## src/rtl/serial_pattern_tx.sv

```systemverilog
// serial_pattern_tx: serial frame transmitter feeding a one-bit sequence detector.
// A word accepted over valid/ready goes out as: preamble, payload MSB-first,
// optional even-parity bit, then an idle gap. All outputs are registered.
// Optional feature: define PARITY_EN to append an even-parity bit to each frame.
module serial_pattern_tx #(
  parameter int WIDTH   = 8,
  parameter int PRE_LEN = 4,
  parameter logic [((PRE_LEN > 0) ? PRE_LEN : 1)-1:0] PREAMBLE = 4'b1001,
  parameter int GAP_LEN = 2
) (
  input  logic             clk,
  input  logic             rst,
  input  logic             load_valid,
  input  logic [WIDTH-1:0] load_data,
  output logic             load_ready,
  output logic             data,
  output logic             data_valid,
  output logic             busy,
  output logic             done
);

  localparam int PW    = (PRE_LEN > 0) ? PRE_LEN : 1;
  localparam int MAX1  = (PRE_LEN > WIDTH) ? PRE_LEN : WIDTH;
  localparam int MAXL  = (GAP_LEN > MAX1) ? GAP_LEN : MAX1;
  localparam int CW    = (MAXL > 1) ? $clog2(MAXL) : 1;

  localparam logic [CW-1:0] PRE_LAST = CW'((PRE_LEN > 0) ? PRE_LEN - 1 : 0);
  localparam logic [CW-1:0] SH_LAST  = CW'(WIDTH - 1);
  localparam logic [CW-1:0] GAP_LAST = CW'((GAP_LEN > 0) ? GAP_LEN - 1 : 0);

  typedef enum logic [2:0] {
    IDLE,
    PRE,
    SHIFT,
    PAR,
    GAP
  } state_t;

  state_t           state_q, state_d;
  logic [CW-1:0]    cnt_q, cnt_d;
  logic [WIDTH-1:0] sh_q, sh_d;
  logic [PW-1:0]    pre_q, pre_d;
  logic             data_q, data_d;
  logic             data_valid_q, data_valid_d;
  logic             busy_q, busy_d;
  logic             done_q, done_d;
  logic             load_ready_q, load_ready_d;
`ifdef PARITY_EN
  logic             par_q, par_d;
`endif

  // Next-state, counter, shift registers and the registered output values.
  always_comb begin
    // NOTE: every signal gets a default first so no path leaves it unassigned,
    // which would otherwise infer a latch.
    state_d = state_q;
    cnt_d   = cnt_q;
    sh_d    = sh_q;
    pre_d   = pre_q;
`ifdef PARITY_EN
    par_d   = par_q;
`endif

    case (state_q)
      IDLE: begin
        if (load_valid) begin
          sh_d  = load_data;
          pre_d = PREAMBLE;
          cnt_d = '0;
`ifdef PARITY_EN
          par_d = ^load_data;
`endif
          state_d = (PRE_LEN > 0) ? PRE : SHIFT;
        end
      end
      PRE: begin
        if (cnt_q == PRE_LAST) begin
          state_d = SHIFT;
          cnt_d   = '0;
        end else begin
          cnt_d = cnt_q + 1'b1;
          pre_d = pre_q << 1;
        end
      end
      SHIFT: begin
        if (cnt_q == SH_LAST) begin
          cnt_d = '0;
`ifdef PARITY_EN
          state_d = PAR;
`else
          state_d = (GAP_LEN > 0) ? GAP : IDLE;
`endif
        end else begin
          cnt_d = cnt_q + 1'b1;
          sh_d  = sh_q << 1;
        end
      end
      PAR: begin
        cnt_d   = '0;
        state_d = (GAP_LEN > 0) ? GAP : IDLE;
      end
      GAP: begin
        if (cnt_q == GAP_LAST) begin
          state_d = IDLE;
          cnt_d   = '0;
        end else begin
          cnt_d = cnt_q + 1'b1;
        end
      end
      default: begin
        state_d = IDLE;
        cnt_d   = '0;
      end
    endcase

    // Outputs are derived from where the FSM is going, so registering them
    // lines each bit up with the state that owns it.
    data_d       = 1'b0;
    data_valid_d = 1'b0;
    done_d       = 1'b0;
    load_ready_d = (state_d == IDLE);
    busy_d       = (state_d != IDLE);
    case (state_d)
      PRE: begin
        data_d       = pre_d[PW-1];
        data_valid_d = 1'b1;
      end
      SHIFT: begin
        data_d       = sh_d[WIDTH-1];
        data_valid_d = 1'b1;
`ifndef PARITY_EN
        done_d       = (cnt_d == SH_LAST);
`endif
      end
`ifdef PARITY_EN
      PAR: begin
        data_d       = par_d;
        data_valid_d = 1'b1;
        done_d       = 1'b1;
      end
`endif
      default: ;
    endcase
  end

  // State and output registers; reset abandons any partial frame.
  always_ff @(posedge clk or negedge rst) begin
    if (!rst) begin
      // NOTE: the payload/preamble registers are reset too; they are small
      // flops, not a memory array, and a known value keeps data clean.
      state_q      <= IDLE;
      cnt_q        <= '0;
      sh_q         <= '0;
      pre_q        <= '0;
      data_q       <= 1'b0;
      data_valid_q <= 1'b0;
      busy_q       <= 1'b0;
      done_q       <= 1'b0;
      load_ready_q <= 1'b1;
`ifdef PARITY_EN
      par_q        <= 1'b0;
`endif
    end else begin
      // NOTE: non-blocking assignments so every flop samples pre-edge values.
      state_q      <= state_d;
      cnt_q        <= cnt_d;
      sh_q         <= sh_d;
      pre_q        <= pre_d;
      data_q       <= data_d;
      data_valid_q <= data_valid_d;
      busy_q       <= busy_d;
      done_q       <= done_d;
      load_ready_q <= load_ready_d;
`ifdef PARITY_EN
      par_q        <= par_d;
`endif
    end
  end

  assign data       = data_q;
  assign data_valid = data_valid_q;
  assign busy       = busy_q;
  assign done       = done_q;
  assign load_ready = load_ready_q;

endmodule

```

## config.mk

```make
export PLATFORM = sky130hd
export DESIGN_NAME = serial_pattern_tx
export DESIGN_NICKNAME = d
export VERILOG_FILES = /design/src/rtl/serial_pattern_tx.sv
export SDC_FILE = /design/constraint.sdc
export NUM_CORES = 1
export LEC_CHECK = 0
export CAP_MARGIN = 40
export CORE_MARGIN = 5
export CORE_UTILIZATION = 45
export CTS_CLUSTER_SIZE = 16
export DETAILED_ROUTE_END_ITERATION = 7
export PLACE_DENSITY = 0.71
export SETUP_SLACK_MARGIN = 0.2
export SLEW_MARGIN = 0
export SYNTH_ARGS = -nofsm -noshare
export SYNTH_HDL_FRONTEND = slang
export SYNTH_SLANG_ARGS = --single-unit
export TNS_END_PERCENT = 100
```

## constraint.sdc

```tcl
create_clock -name clk -period 2.1 [get_ports clk]
set_input_delay 0.21 -clock clk [delete_from_list [all_inputs] [get_ports clk]]
set_output_delay 0.21 -clock clk [all_outputs]
set_load 0.02 [all_outputs]
```

==> flow_metrics.py <==
metrics = {
    "setup_path": {
        "cp.arrival_ps": 2020,
        "crit_fanout": 4,
        "critPathCaptureType": "flop",
        "slowest_delay_ps": 450,
        "path_buf_inv": 0,
        "crit_family": "simple AND/OR/NAND/NOR gates",
        "crit_required_ps": 2290,
        "crit_chain": "ha_2 > ha_2 > or3b_2 > a21o_2 > a2111oi_2",
        "crit_slowest_cell": "or3b_2",
        "setup.worst_path.start_class": "flop",
        "crit_top_cell": "ha_2",
        "crit_type": "reg -> reg",
    },
    "power": {
        "p_int_uw": 1227,
        "seqPwrFrac": 0.401,
        "p_comb_frac": 0.490,
        "switchingPower_uw": 850.3,
        "power_frac_clock": 0.108,
        "swShare": 0.4094,
        "cellPowerDensity_nw_per_um2": 1553,
        "p_leak_uw": 0.0006314,
        "peakVddDrop_uv": 920.7,
    },
    "clock_network": {
        "cts_tree": "built",
        "clock_path_buffers": 2,
        "cts.sinks": 22,
        "cts_root_buffer": "clkbuf_4",
        "postCtsHoldBufs": 0,
        "insertion_delay_ps": 300,
        "cts_made_buffers": 3,
        "h-tree-depth": 1,
        "path_clk_slew_ps": 120,
    },
    "logic_synthesis": {
        "synth_edf_count": 0,
        "synth-seq-cells": 22,
        "syn_area_per_cell_um2": 11.15,
        "synth-seq-area-share": 0.5052,
        "synthCells": 98,
        "yosys_warnings": 0,
        "synth_ff_type": "dfrtp_1",
        "async_flop_share": 1.000,
        "synth_cell_type_count": 33,
        "syn-cell-area_um2": 1092,
        "syn_nets": 115,
    },
    "min_path": {
        "hold_path.class": "in -> async",
    },
    "finish": {
        "final_common_cell": "dfrtp_1",
        "nNetsFinal": 135,
        "final_area_um2": 1338,
        "instances_no_fill": 145,
        "drive_gt1_frac": 0.1795,
        "register_area_um2": 551.8,
        "final_util": 0.5932,
        "final_cell_mix": "21 x dfrtp_1, 15 x inv_1, 15 x clkdlybuf4s50_1",
        "multi_input_area_um2": 470.5,
        "num-fill-cells": 207,
        "syn2layout_area_growth_pct": 22.45,
        "antenna_cells": 0,
    },
    "drt": {
        "drtAntennaViolNets": 0,
        "vias_per_cell": 5.683,
        "drt_iter0_markers": 41,
        "first_pass_iters": 6,
        "vias": 824,
        "routed_wl_um": 2197,
        "drc_errors": 0,
        "wire_per_inst_um": 15.15,
    },
    "placed_design": {
        "dp_cells": 140,
        "hpwl_um": 1633,
        "gp_congestion": 0.7633,
        "placed_cell_area_um2": 1285,
        "io_buffers": 15,
    },
    "floorplan": {
        "die_w_um": 59.27,
        "dieArea_um2": 3512,
        "die_h_um": 59.27,
        "num_rows": 17,
        "ios": 16,
        "start_util": 0.4845,
        "core_area_um2": 2255,
    },
    "grt": {
        "grt_start_max_net_pins": 17,
        "grt_pass1_wl_um": 3670,
        "grt_pass1_vias": 821,
        "antenna_found_initial": 0,
        "overflow": 0,
        "globalRouteTotalUtil": 0.1397,
    },
    "timing": {
        "setup_violations": 0,
        "hold_viol": 0,
        "worstMarginPinSlew_ps": 614.0,
        "fin_crit_ps": 1827,
        "fin_setup_tns_ps": 0,
        "fin_skew_ps": 3.524,
        "fmax_mhz": 547.2,
        "slew_headroom": 0.5894,
        "fin_crit_sh": 0.8702,
        "maxSlewViolCount": 0,
        "rsz0062_at_grt": "false",
    },
    "status": {
        "status": "completed",
    },
    "flow_run": {
        "max_cap_viol_count": 0,
    },
}
[path summary, 6_finish.rpt]
kind,start,end,slack [ps],cells past startpoint
worst max-delay path,cnt_q[1]$_DFF_PN0_,done$_DFF_PN0_,270,5
worst min-delay path,rst,sh_q[1]$_DFFE_PN0P_,280,1
worst max register to register,cnt_q[1]$_DFF_PN0_,done$_DFF_PN0_,270,5
worst min register to register,sh_q[3]$_DFFE_PN0P_,sh_q[3]$_DFFE_PN0P_,510,2
max in group asynchronous,rst,cnt_q[1]$_DFF_PN0_,1260,2
min in group clk,sh_q[3]$_DFFE_PN0P_,sh_q[3]$_DFFE_PN0P_,510,2
[area by class of cell]
| class | instances | share of cell area |
|---|---|---|
| Clock buffer | 4 | 0.02713 |
| Multi-Input combinational cell | 56 | 0.3517 |
| Inverter | 15 | 0.04210 |
| Timing Repair Buffer | 20 | 0.1403 |
| Tap cell | 28 | 0.02619 |
| Sequential cell | 22 | 0.4125 |
[per-stage QoR]
step / setup WS [ps] / power (uW) / hold slack (ps)
finish: 272.6 / 2077 / 282.7
global placement: 209.9 / 1787 / 474.6
CTS: 228.6 / 2075 / 287.4
global route: 218.5 / 2250 / 314.3
floorplan: 264.3 / 1538 / -85.59
detailed placement: 130.4 / 1831 / 479.7
[state kept, by name, summed over array words and instances (netlist names)]
register    count
busy            1
cnt_q           3
data            1
data_valid      1
done            1
load_ready      1
pre_q           3
sh_q            8
state_q         3
[power groups by stage]
stage	Clock, uW	Combinational, uW	Sequential, uW
3_3_place_gp	0	955	832
3_5_place_dp	0	978	853
4_1_cts	234	1010	831
2_1_floorplan	0	752	786
5_1_grt	258	1130	865
6_report	225	1020	834
[layer usage]
layer,routed length [um],part of all wire,global-route usage
met1,932,0.42,0.1678
met2,1125,0.51,0.2278
met5,0,0,0
met3,92,0.042,0.03268
met4,46,0.021,0.07767
[repair_timing]
item                       in CTS  in global routing
gates resized for setup         1                  2
setup endpoints to repair       2                  2
buffers inserted                1                  0
[cell usage after synthesis (2+ instances only)]
cell type	n	area, um^2
nor2b_1	4	25.02
a21oi_1	2	10.01
inv_1	15	56.30
dfrtp_1	21	525.5
nor2_1	4	15.01
a22o_1	3	26.28
nor3_1	2	10.01
buf_2	4	20.02
nor4b_2	2	30.03
a222oi_1	7	70.07
ha_1	6	75.07
o21ai_0	6	30.03
o21ai_1	2	10.01
[cell families after synthesis]
| group | after synthesis | share of synthesized area |
|---|---|---|
| compound gates | 28 | 0.2051 |
| flops | 22 | 0.5052 |
| simple gates | 21 | 0.1317 |
| buf+inv | 20 | 0.08018 |
| fa+ha+maj | 7 | 0.07789 |
Power figures use the tool's default switching activity.
